===== config.mk =====
export PLATFORM = sky130hd
export DESIGN_NAME = tri_bbox_scanner
export DESIGN_NICKNAME = d
export VERILOG_FILES = /design/src/rtl/tri_bbox_scanner_pkg.sv /design/src/rtl/tri_bbox.sv /design/src/rtl/tri_bbox_scanner.sv
export SDC_FILE = /design/constraint.sdc
export NUM_CORES = 1
export LEC_CHECK = 0
export BUFFER_PORTS_ARGS = -buffer_cell sky130_fd_sc_hd__buf_2
export CAP_MARGIN = 20
export CORE_AREA = 3 3 184 320
export CTS_CLUSTER_SIZE = 20
export DETAILED_ROUTE_END_ITERATION = 8
export DIE_AREA = 0 0 187 323
export GPL_ROUTABILITY_DRIVEN = 0
export HOLD_SLACK_MARGIN = 0.03
export PLACE_DENSITY = 0.58
export SYNTH_ARGS = -nofsm -noshare
export SYNTH_HDL_FRONTEND = slang
export SYNTH_SLANG_ARGS = --single-unit

===== constraint.sdc =====
create_clock -name pixel_clk -period 16.45 [get_ports pixel_clk]
set_clock_uncertainty 0.05 [all_clocks]
set_input_delay 0.8225 -clock pixel_clk [delete_from_list [all_inputs] [get_ports pixel_clk]]
set_output_delay 0.8225 -clock pixel_clk [all_outputs]
set_load 0.03 [all_outputs]

===== src/rtl/tri_bbox_scanner_pkg.sv =====
// Screen constants and scanner state encoding. The inside-test and
// framebuffer stages use the same constants.
package tri_bbox_scanner_pkg;

    localparam int unsigned WIDTH   = 1280;
    localparam int unsigned HEIGHT  = 720;
    localparam int unsigned COORD_W = 32;

    typedef enum logic [1:0] {
        ST_IDLE,
        ST_SETUP,
        ST_SCAN,
        ST_DONE
    } scan_state_t;

endpackage


===== src/rtl/tri_bbox.sv =====
// Combinational per-axis bounding box for three signed vertices: signed
// min/max, a clamp to [0, LIMIT-1], and a flag for a box that lies
// entirely off screen.
module tri_bbox
    import tri_bbox_scanner_pkg::*;
#(
    parameter int unsigned LIMIT = WIDTH
) (
    input  logic signed [COORD_W-1:0] a,
    input  logic signed [COORD_W-1:0] b,
    input  logic signed [COORD_W-1:0] c,
    output logic        [COORD_W-1:0] lo,
    output logic        [COORD_W-1:0] hi,
    output logic                      empty
);

    localparam logic signed [COORD_W-1:0] TOP = COORD_W'(LIMIT - 1);

    logic signed [COORD_W-1:0] mn;
    logic signed [COORD_W-1:0] mx;

    // Signed extremes, then clamp each extreme into the screen range.
    always_comb begin
        mn = a;
        if (b < mn) mn = b;
        if (c < mn) mn = c;
        mx = a;
        if (b > mx) mx = b;
        if (c > mx) mx = c;

        empty = (mx < 0) || (mn > TOP);

        lo = '0;
        if (mn > TOP)     lo = TOP;
        else if (mn >= 0) lo = mn;

        hi = '0;
        if (mx > TOP)     hi = TOP;
        else if (mx >= 0) hi = mx;
    end

endmodule


===== src/rtl/tri_bbox_scanner.sv =====
// Latches one triangle, computes its screen-clamped bounding box and walks
// every pixel of that box in raster order with a valid/ready handshake.
module tri_bbox_scanner
    import tri_bbox_scanner_pkg::*;
(
    input  logic                      pixel_clk,
    input  logic                      rst_n,
    input  logic                      start,
    input  logic signed [COORD_W-1:0] x0,
    input  logic signed [COORD_W-1:0] y0,
    input  logic signed [COORD_W-1:0] x1,
    input  logic signed [COORD_W-1:0] y1,
    input  logic signed [COORD_W-1:0] x2,
    input  logic signed [COORD_W-1:0] y2,
    output logic                      busy,
    output logic                      done,
    output logic signed [COORD_W-1:0] vx0,
    output logic signed [COORD_W-1:0] vy0,
    output logic signed [COORD_W-1:0] vx1,
    output logic signed [COORD_W-1:0] vy1,
    output logic signed [COORD_W-1:0] vx2,
    output logic signed [COORD_W-1:0] vy2,
    output logic        [COORD_W-1:0] pixel_x,
    output logic        [COORD_W-1:0] pixel_y,
    output logic                      pixel_valid,
    input  logic                      pixel_ready
);

    scan_state_t state_q;
    scan_state_t state_d;

    logic [COORD_W-1:0] xmin_r;
    logic [COORD_W-1:0] xmax_r;
    logic [COORD_W-1:0] ymax_r;

    logic [COORD_W-1:0] x_lo;
    logic [COORD_W-1:0] x_hi;
    logic [COORD_W-1:0] y_lo;
    logic [COORD_W-1:0] y_hi;
    logic               x_empty;
    logic               y_empty;

    logic accept;
    logic beat;
    logic row_end;
    logic last_pix;

    // The box is computed from the latched vertices, which are stable in SETUP.
    tri_bbox #(.LIMIT(WIDTH)) u_bbox_x (
        .a     (vx0),
        .b     (vx1),
        .c     (vx2),
        .lo    (x_lo),
        .hi    (x_hi),
        .empty (x_empty)
    );

    tri_bbox #(.LIMIT(HEIGHT)) u_bbox_y (
        .a     (vy0),
        .b     (vy1),
        .c     (vy2),
        .lo    (y_lo),
        .hi    (y_hi),
        .empty (y_empty)
    );

    // State register.
    always_ff @(posedge pixel_clk or negedge rst_n) begin
        if (!rst_n) state_q <= ST_IDLE;
        else        state_q <= state_d;
    end

    // Next state and status outputs decoded from the current state.
    always_comb begin
        state_d     = state_q;
        busy        = 1'b0;
        done        = 1'b0;
        pixel_valid = 1'b0;
        accept      = 1'b0;
        beat        = 1'b0;
        row_end     = (pixel_x == xmax_r);
        last_pix    = row_end && (pixel_y == ymax_r);
        case (state_q)
            ST_IDLE: begin
                accept = start;
                if (start) state_d = ST_SETUP;
            end
            ST_SETUP: begin
                busy    = 1'b1;
                state_d = (x_empty || y_empty) ? ST_DONE : ST_SCAN;
            end
            ST_SCAN: begin
                busy        = 1'b1;
                pixel_valid = 1'b1;
                beat        = pixel_ready;
                if (pixel_ready && last_pix) state_d = ST_DONE;
            end
            ST_DONE: begin
                done    = 1'b1;
                state_d = ST_IDLE;
            end
            default: state_d = ST_IDLE;
        endcase
    end

    // Vertex latch, box registers and the raster x/y counters.
    always_ff @(posedge pixel_clk or negedge rst_n) begin
        if (!rst_n) begin
            vx0     <= '0;
            vy0     <= '0;
            vx1     <= '0;
            vy1     <= '0;
            vx2     <= '0;
            vy2     <= '0;
            xmin_r  <= '0;
            xmax_r  <= '0;
            ymax_r  <= '0;
            pixel_x <= '0;
            pixel_y <= '0;
        end else begin
            if (accept) begin
                vx0 <= x0;
                vy0 <= y0;
                vx1 <= x1;
                vy1 <= y1;
                vx2 <= x2;
                vy2 <= y2;
            end
            if (state_q == ST_SETUP) begin
                xmin_r  <= x_lo;
                xmax_r  <= x_hi;
                ymax_r  <= y_hi;
                pixel_x <= x_lo;
                pixel_y <= y_lo;
            end
            // The final beat leaves the counters on (xmax, ymax).
            if (beat && !last_pix) begin
                if (row_end) begin
                    pixel_x <= xmin_r;
                    pixel_y <= pixel_y + 32'd1;
                end else begin
                    pixel_x <= pixel_x + 32'd1;
                end
            end
        end
    end

endmodule


Word-level counts from Yosys, hierarchy flattened
Index checks and enable logic that the tools add are counted.
{"block": "totals", "reg_bits": 354, "inputBits": 196, "output_inout_bits": 259, "elab_cells": 81}
{"block": "classes", "addsub": 2, "order_cmp": 18, "n_eq_ne": 7, "mux": 31, "n_reduce_logical": 11}
{"op": "two-way mux 32 bit", "count": 22}
{"op": "greater-or-equal comparator 32 x 1 -> 1 bit, second input constant", "count": 4}
{"op": "> comparator 32 bit", "count": 4}
{"op": "less-than comparator 32 bit", "count": 4}
{"op": "adder 32 x 1 -> 32 bit, second input constant", "count": 2}
{"op": "== test 32 bit", "count": 2}
{"op": "> comparator 32 x 11 -> 1 bit, second input constant", "count": 2}
{"op": "> comparator 32 x 12 -> 1 bit, second input constant", "count": 2}
{"op": "less-than comparator 32 x 1 -> 1 bit, second input constant", "count": 2}
{"op": "one-hot mux 2 bit (4 select lines)", "count": 1}
{"op": "two-way mux 1 bit", "count": 6}
{"op": "== test 2 bit, second input constant", "count": 2}
{"op": "two-way mux 2 bit", "count": 2}
{"op": "inequality test 2 bit, second input constant", "count": 2}
{"op": "logical AND 1 bit", "count": 3}
{"op": "logical OR 1 bit", "count": 3}
{"op": "== test 2 x 1 -> 1 bit, second input constant", "count": 1}
{"op": "logical NOT 2 bit", "count": 1}
{"op": "AND reduction 2 bit", "count": 1}
{"op": "nonzero test 2 bit", "count": 1}
{"op": "OR reduction 2 bit", "count": 1}
{"op": "logical NOT 1 bit", "count": 1}

Longest topological paths before layout
Gate-level depths: netlist of the first run.
{"block": "depth", "word_depth": 10, "ltp_mapped": 28, "depth_no_buf": 21}

Cells and area by module
From an unflattened synthesis of the first run, not the netlist that was laid out.
{"block": "hier_totals", "hier_cells": 2299, "area_unflattened_um2": 23991.8}
{"module": "tri_bbox_scanner", "n_inst": 1, "cells_per_inst": 1248, "area_per_inst_um2": 15852.7, "seq_area_each_um2": 8858.5}
{"module": "tri_bbox at u_bbox_x", "n_inst": 1, "cells_per_inst": 529, "area_per_inst_um2": 4162.7, "seq_area_each_um2": 0.0}
{"module": "tri_bbox at u_bbox_y", "n_inst": 1, "cells_per_inst": 522, "area_per_inst_um2": 3976.3, "seq_area_each_um2": 0.0}

Worst setup path after synthesis of the first run
OpenSTA, ideal clock, no wires.
{"block": "synth_path", "kind": "register to register", "start": "register vy0[18]", "end": "register pixel_y[1]", "setup_ns": 0.140, "t_arrival_ns": 6.366, "required_time_ns": 16.260, "path_slack_ns": 9.894, "path_stages_with_launch": 24, "path_buffers": 4, "synth_period_minus_slack_ns": 6.556, "path_cell_list": "dfrtp_1 inv_1 ha_1 a21o_1 a221o_1 a221oi_1 o32ai_1 a221oi_2 buf_2 buf_2 buf_1 mux2i_1 ha_1 nand3_1 or3_1 or4_4 or3_1 a211oi_1 mux2_4 a2bb2oi_2 buf_6 mux2_4 o41ai_2 a31oi_1"}
{"block": "synth_between", "elab_chain_cells": 10, "word_cells_on_any_way": 11, "cone_classes": "4 x order compare; 7 x mux"}
{"element": "start, declared", "line": "tri_bbox_scanner.sv:18", "text": "output logic signed [COORD_W-1:0] vy0,"}
{"element": "start signal, assigned", "line": "tri_bbox_scanner.sv:123", "text": "vy0 <= y0;"}
{"element": "less-than comparator 32 bit", "line": "tri_bbox.sv:25", "text": "if (b < mn) mn = b;"}
{"element": "two-way mux 32 bit (*)", "line": "tri_bbox.sv:25"}
{"element": "less-than comparator 32 bit", "line": "tri_bbox.sv:26", "text": "if (c < mn) mn = c;"}
{"element": "two-way mux 32 bit (*)", "line": "tri_bbox.sv:26"}
{"element": "greater-or-equal comparator 32 x 1 -> 1 bit", "line": "tri_bbox.sv:35", "text": "else if (mn >= 0) lo = mn;"}
{"element": "two-way mux 32 bit", "line": "tri_bbox.sv:35"}
{"element": "two-way mux 32 bit (*)", "line": "tri_bbox.sv:34", "text": "if (mn > TOP) lo = TOP;"}
{"element": "two-way mux 32 bit (*)", "line": "tri_bbox_scanner.sv:129", "text": "if (state_q == ST_SETUP) begin"}
{"element": "two-way mux 32 bit", "line": "tri_bbox_scanner.sv:138", "text": "if (row_end) begin"}
{"element": "two-way mux 32 bit (*)", "line": "tri_bbox_scanner.sv:137", "text": "if (beat && !last_pix) begin"}
{"element": "end signal, assigned", "line": "tri_bbox_scanner.sv:134", "text": "pixel_y <= y_lo;"}
{"element": "end signal, assigned", "line": "tri_bbox_scanner.sv:140", "text": "pixel_y <= pixel_y + 32'd1;"}
{"element": "end, declared", "line": "tri_bbox_scanner.sv:24", "text": "output logic [COORD_W-1:0] pixel_y,"}
Mark *: on every way between the ends. The rest lies on a longest branch, timed or not.
A chain may end at the register's enable or synchronous reset.

Worst setup path after layout of the first run
{"block": "layout_path", "start": "register vy0[18]", "end": "register ymax_r[6]"}
{"block": "layout_between", "elab_chain_cells": 7, "word_cells_on_any_way": 8, "cone_classes": "4 x order compare; 4 x mux"}
{"element": "> comparator 32 bit", "line": "tri_bbox.sv:28", "text": "if (b > mx) mx = b;"}
{"element": "two-way mux 32 bit (*)", "line": "tri_bbox.sv:28"}
{"element": "> comparator 32 bit", "line": "tri_bbox.sv:29", "text": "if (c > mx) mx = c;"}
{"element": "two-way mux 32 bit (*)", "line": "tri_bbox.sv:29"}
{"element": "greater-or-equal comparator 32 x 1 -> 1 bit", "line": "tri_bbox.sv:39", "text": "else if (mx >= 0) hi = mx;"}
{"element": "two-way mux 32 bit", "line": "tri_bbox.sv:39"}
{"element": "two-way mux 32 bit (*)", "line": "tri_bbox.sv:38", "text": "if (mx > TOP) hi = TOP;"}
{"element": "end signal, assigned", "line": "tri_bbox_scanner.sv:132", "text": "ymax_r <= y_hi;"}
{"element": "end, declared", "line": "tri_bbox_scanner.sv:34", "text": "logic [COORD_W-1:0] ymax_r;"}
Marks and branches as above.

==> reports/qor.txt, run 1 <==
outcome - complete, no violations
Async SR Flop Fraction - 1.00
core footprint - 56500 sq um
Required @ worst endpoint - 16.84 ns
worst hold-check path type - in2async
Fmax - 130 MHz
PostCTS Resize Cnt - 0
Least-Margin Pin Slew - 1.02 ns
Tcrit/Tclk final - 0.467
die height - 323 um
DRC - 0
sequential share of the synthesized area - 0.394
most frequent cells in the layout - 453 x buf_2, 354 x dfrtp_1, 196 x mux2_2, 196 x ha_1, 136 x a21oi_1
WS Path Type - reg2reg
final setup vio count - 0
area grow syn2layout - 18.4%
Routed WL - 76500 um
global-route usage over all layers - 0.245
setup TNS - 0 ns
first-pass GRT wire length - 118000 um
hpwl dp - 58600 um
wire per inst - 22.3 um
IO buf count - 454
crit path cell chain - inv_1, ha_1, a21o_1, a221o_1, a221oi_1, o32ai_1, a221oi_4, buf_4, a31o_2, buf_4, mux2i_1, ha_1, nor2b_1, o21a_1, o21ai_0, a211oi_1, o31a_1, o31ai_1, a21o_1, a41o_1, o2111ai_1, o221a_2
Layout Nets - 3035
R2R setup slack - 8.77 ns
clock latency on the worst-skew pair - 0.56 ns
commonest non-fill, non-tap cell in the layout - buf_2
vias in the first global route - 19900
Yosys cell types - 82
Die W - 187 um
r2r startpoint - vy0[18]$_DFFE_PN0P_
mean post-synth cell area - 10.1 sq um
worst-path maximum fanout - 32
Post-synth EDFFs - 0
Worst setup EP type - flip-flop
Vias - 19400
root buffer cell - clkbuf_16
slowest cell on the critical path - a31o_2
Top FF cell, synth - dfrtp_1
fill count - 5391
synthesized instance count - 2229
largest net degree at the start of global routing - 102
Die Area - 60400 sq um
R2R depth - 22
syn nets - 2622
synth warn - 0
Setup Fix Bufs, Post-CTS - 0
top-area cell type share of the netlist area - 0.394
Post-Syn Area - 22500 sq um
H-tree depth - 2
total gr overflow - 0
MaxCap Viol Count - 0
antenna violations before repair - 4
buffer depth of the longest clock path - 3
ranking of synthesized cells by area - dfrtp_1 39%, ha_1 11%, mux2_2 9.8%
FF-to-FF End - ymax_r[6]$_DFFE_PN0N_
# clock sinks - 354
RSZ-0062 raised after global routing - false
TritonRoute pass-1 iters - 6
#FFs+latches synth - 354
Final Max Slew Viols - 0
IO Count - 455
Final Hold Vio Count - 0
Final min period - 7.68 ns
hold_buf cts - 0
layout cells sized above 1 - 0.288
CTS Buf Count - 37
post-route ant nets - 0
Critical path origin - vy0[18]$_DFFE_PN0P_
CP Launch Type - flip-flop
Slew headroom - 0.322
crit-path max cell delay - 0.71 ns
vias per cell - 5.64
row cnt - 115
initial DRC count - 1251
clock-pin transition on the worst setup and hold timing paths - 0.06 ns
critical path arrival - 8.07 ns
Yosys top cell by area - dfrtp_1
CTS tree - done
starting density of the core - 0.398
[critical path, delay by kind of cell, from the launching register on]
| family | cells | cell delay, ns |
|---|---|---|
| adder cells (fa/ha/maj) | 2 | 0.59 |
| multiplexers | 1 | 0.27 |
| buffers and inverters | 3 | 1.01 |
| flip-flops | 1 | 0.44 |
| AO/OA/AOI/OAI | 15 | 5.02 |
| AND/OR/NAND/NOR | 1 | 0.13 |
[flip-flops by register name (all words and copies together), names as in the netlist]
name	flops
xmin_r	32
vy2	32
ymax_r	32
vx0	32
vy1	32
pixel_y	32
vx1	32
vx2	32
xmax_r	32
vy0	32
pixel_x	32
state_q	2
[metrics by stage]
stage	instance area [sq um]	hold WS, ns	setup WS [ns]	std cells	util
after floorplan	22500	0.396	9.89	2229	-
after detailed placement	25500	0.437	8.87	3362	0.450
after CTS	26600	0.270	8.84	3426	0.470
after global routing	26600	0.294	8.22	3427	0.471
final	26600	0.215	8.77	3430	0.471
after global placement	25500	0.408	9.02	3362	0.450
[metal layers]
metal	global-route usage	part of all wire	vias up
met2	0.444	0.51	617
met4	0.0737	0.028	2
li1	-	-	9025
met3	0.0386	0.052	113
met1	0.300	0.41	9595
met5	0	0.00017	-
[cell families after synthesis]
family                     count (synthesis)  synth area share
and+or+nand+nor                          597             0.139
AOI/OAI and AO/OA                        478             0.137
DFF                                      354             0.394
muxes                                    317             0.153
buffers and inverters                    210            0.0377
adders and majority gates                197             0.110
xor gates and xnor gates                  76            0.0296
[cell usage after synthesis (all sizes together) (32+ instances only)]
library cell,n
nor4,45
dfrtp,354
mux2,200
xnor2,62
nand4,49
nor3,32
nor2,134
a21oi,137
a21o,40
nor2b,74
nand2,108
clkbuf,73
nand3,49
mux2i,117
o21ai,132
inv,110
ha,197
[worst max-delay path by stage]
stage                                 end  slack (ns)
CTS                 ymax_r[6]$_DFFE_PN0N_        8.84
detailed placement  ymax_r[6]$_DFFE_PN0N_        8.87
global route        ymax_r[4]$_DFFE_PN0N_        8.22
finish              ymax_r[6]$_DFFE_PN0N_        8.77
floorplan            pixel_y[1]$_DFF_PN0_        9.89
global placement    ymax_r[9]$_DFFE_PN0N_        9.02
[area by class of cell]
| class | count | area, sq um | area share |
|---|---|---|---|
| clock inverters | 13 | 113 | 0.00423 |
| multi-input cells | 1665 | 12800 | 0.481 |
| diodes | 3 | 7.51 | 0.000282 |
| flip-flops and latches | 354 | 8860 | 0.333 |
| clock buffers | 51 | 1040 | 0.0390 |
| inverters | 112 | 420 | 0.0158 |
| well taps | 760 | 951 | 0.0357 |
| repair buffers | 472 | 2420 | 0.0909 |
Power of run 1 is left out: the tool's default activity adds up to more than one toggle a clock period on the data nets, which glitch-free logic cannot reach.
==> run 2, diff against run 1 <==
--- a/config.mk
+++ b/config.mk
@@ -5,12 +5,13 @@
 export SDC_FILE = /design/constraint.sdc
 export NUM_CORES = 1
 export LEC_CHECK = 0
+export ABC_AREA = 1
 export BUFFER_PORTS_ARGS = -buffer_cell sky130_fd_sc_hd__buf_2
 export CAP_MARGIN = 20
-export CORE_AREA = 3 3 184 320
+export CORE_AREA = 3 3 187 326
 export CTS_CLUSTER_SIZE = 20
 export DETAILED_ROUTE_END_ITERATION = 8
-export DIE_AREA = 0 0 187 323
+export DIE_AREA = 0 0 190 329
 export GPL_ROUTABILITY_DRIVEN = 0
 export HOLD_SLACK_MARGIN = 0.03
 export PLACE_DENSITY = 0.58
==> constraint.sdc (replaced) <==
create_clock -name pixel_clk -period 7.6 [get_ports pixel_clk]
set_clock_uncertainty 0.05 [all_clocks]
set_input_delay 0.38 -clock pixel_clk [delete_from_list [all_inputs] [get_ports pixel_clk]]
set_output_delay 0.38 -clock pixel_clk [all_outputs]
set_load 0.03 [all_outputs]
==> reports/qor.txt, run 2 <==
Non-Filler Instances - 4359 (+27%)
CTS tree - done
Pint - 0.00335 W
Async SR Flop Fraction - 1.00 (unchanged)
top-area cell type share of the netlist area - 0.380 (-0.0143)
switching share of power - 0.256
Layout Nets - 3948 (+30%)
Vias - 22500 (+16%)
commonest non-fill, non-tap cell in the layout - nand2_1
Slew headroom - 0.305 (-0.0175)
root buffer cell - clkbuf_16
Die Area - 62500 sq um (+3.5%)
final setup vio count - 0 (unchanged)
die height - 329 um (+1.9%)
antenna violations before repair - 2 (-2)
mean post-synth cell area - 7.85 sq um (-22%)
#FFs+latches synth - 354 (unchanged)
synth warn - 0 (unchanged)
starting density of the core - 0.399 (+0.00185)
syn nets - 3364 (+28%)
Combinational Power Share - 0.102
Yosys top cell by area - dfrtp_1
total gr overflow - 0 (unchanged)
CP most frequent cell - nand2_1
WS Path Type - reg2reg
cell with the most instances after synthesis - nand2_1
H-tree depth - 2 (unchanged)
Post-Syn Area - 23300 sq um (+3.8%)
sw power - 0.00116 W
Worst setup EP type - flip-flop
multi-input logic area - 12700 sq um (-0.54%)
Placement Setup Slack - 0.944 ns (-7.93 ns)
hpwl dp - 59700 um (+1.8%)
post-route ant nets - 0 (unchanged)
Post-synth EDFFs - 0 (unchanged)
CTS Buf Count - 38 (+2.7%)
outcome - complete, no violations
Tcrit/Tclk final - 0.893 (+0.426)
first-pass GRT wire length - 125000 um (+6.6%)
setup TNS - 0 ns (unchanged)
clock latency on the worst-skew pair - 0.58 ns (+0.02 ns)
sequential share of the synthesized area - 0.380 (-0.0143)
layout cells sized above 1 - 0.198 (-0.0892)
critical path arrival - 7.18 ns (-0.89 ns)
vias in the first global route - 22700 (+14%)
synthesized instance count - 2971 (+33%)
Sequential Area - 8860 sq um (unchanged)
Die W - 190 um (+1.6%)
Yosys cell types - 61 (-26%)
Least-Margin Pin Slew - 1.04 ns (+0.0225 ns)
sequential share of power - 0.439
Peak supply drop - 146 uV
P_leak - 15.5 nW
Fmax - 147 MHz (+13%)
slowest cell on the critical path - a2111oi_2
fill count - 5719 (+6.1%)
CP Launch Type - flip-flop
core footprint - 58400 sq um (+3.3%)
buffer depth of the longest clock path - 3 (unchanged)
clock-pin transition on the worst setup and hold timing paths - 0.07 ns (about the same)
RSZ-0062 raised after global routing - false
Routed WL - 80100 um (+4.7%)
Final Max Slew Viols - 0 (unchanged)
PwrDens - 153 nW/um^2
Final Hold Vio Count - 0 (unchanged)
Final Cell Area - 29500 sq um (+11%)
Final min period - 6.78 ns (-0.897 ns)
vias per cell - 5.15 (-8.7%)
row cnt - 117 (+1.7%)
# clock sinks - 354 (unchanged)
Top FF cell, synth - dfrtp_1
wire per inst - 18.4 um (-18%)
MaxCap Viol Count - 0 (unchanged)
Final WS setup - 0.817 ns (-7.95 ns)
Post-synth top cells - 675 x nand2_1, 354 x dfrtp_1, 313 x inv_1
most frequent cells in the layout - 673 x nand2_1, 453 x buf_2, 354 x dfrtp_1, 312 x inv_1, 303 x nor2_1
Placed Cells - 4097 (+22%)
area grow syn2layout - 26.3%
worst-path maximum fanout - 56 (+75%)
dpl cell area - 26200 sq um (+3.0%)
initial DRC count - 1194 (-4.6%)
DRC - 0 (unchanged)
IO buf count - 454 (unchanged)
global-route usage over all layers - 0.253 (+0.00756)
IO Count - 455 (unchanged)
ranking of synthesized cells by area - dfrtp_1 38%, nand2_1 11%, ha_1 11%
largest net degree at the start of global routing - 140 (+37%)
crit-path max cell delay - 0.60 ns (-0.11 ns)
Clk pwr share - 0.459
worst hold-check path type - in2reg
TritonRoute pass-1 iters - 5 (-1)
Required @ worst endpoint - 7.99 ns (-8.85 ns)
## run 2: path summary, 6_finish.rpt
kind,start,cells after the start,endpoint,slack (ns)
worst max-delay path,vx0[31]$_DFFE_PN0P_,34,xmin_r[10]$_DFFE_PN0N_,0.82
worst min-delay path,x0[21],3,vx0[21]$_DFFE_PN0P_,0.04
worst max register to register,vx0[31]$_DFFE_PN0P_,34,xmin_r[10]$_DFFE_PN0N_,0.82
worst min register to register,xmin_r[25]$_DFFE_PN0N_,2,xmin_r[25]$_DFFE_PN0N_,0.42
max in group asynchronous,rst_n,3,vy2[29]$_DFFE_PN0P_,5.74
min in group asynchronous,rst_n,2,pixel_y[24]$_DFF_PN0_,0.39
## run 2: layout make-up
cell class / instances / area share
Antenna cell: 2 / 0.000170
Clock buffer: 46 / 0.0343
Clock inverter: 23 / 0.0112
Inverter: 317 / 0.0404
Multi-Input combinational cell: 2178 / 0.432
Sequential cell: 354 / 0.301
Tap cell: 773 / 0.0328
Timing Repair Buffer: 666 / 0.148
## run 2: critical path: cells and delay by family, from the launching register on
family	cells	cell delay (ns)
flip-flops	1	0.39
AND/OR/NAND/NOR	21	3.07
adder cells (fa/ha/maj)	2	0.78
buffers and inverters	5	0.75
AO/OA/AOI/OAI	6	1.54
## run 2: timing repair
action | CTS | global route
hold endpoints to repair | 282 | 0
hold buffers | 191 | 0
resized for setup | 0 | 0
buffers inserted | 0 | 0
setup endpoints to repair | 0 | 0
## run 2: logic make-up after synthesis
kind of cell    share of synthesized area
buf+inv                            0.0751
fa+ha+maj                           0.106
flops                               0.380
compound gates                      0.155
xor+xnor                           0.0221
mux                                0.0410
simple gates                        0.222
## run 2: through the flow
stage          hold slack (ns)  power (W)  utilization
3_5_place_dp             0.415    0.00240        0.449
3_3_place_gp             0.407    0.00240        0.449
5_1_grt                 0.0438    0.00468        0.505
6_report                0.0414    0.00451        0.505
2_1_floorplan           0.0344    0.00221            -
4_1_cts                 0.0305    0.00457        0.504
## run 2: power by group through the flow
stage	Sequential, W	Clock (W)	Combinational (W)
global route	0.00199	0.00219	0.000503
global placement	0.00201	0	0.000384
detailed placement	0.00201	0	0.000384
floorplan	0.00206	0	0.000144
CTS	0.00198	0.00213	0.000464
finish	0.00198	0.00207	0.000461
## run 2: metal layers
| metal | routed length (um) | share of wire | global-route usage | up-vias |
|---|---|---|---|---|
| met5 | 13 | 0.00016 | 0 | - |
| met4 | 2860 | 0.036 | 0.0922 | 2 |
| met3 | 4180 | 0.052 | 0.0457 | 154 |
| met2 | 41000 | 0.51 | 0.458 | 628 |
| met1 | 32000 | 0.40 | 0.296 | 10600 |
| li1 | - | - | - | 11100 |
Note: power is estimated with default switching activity, not from simulation.
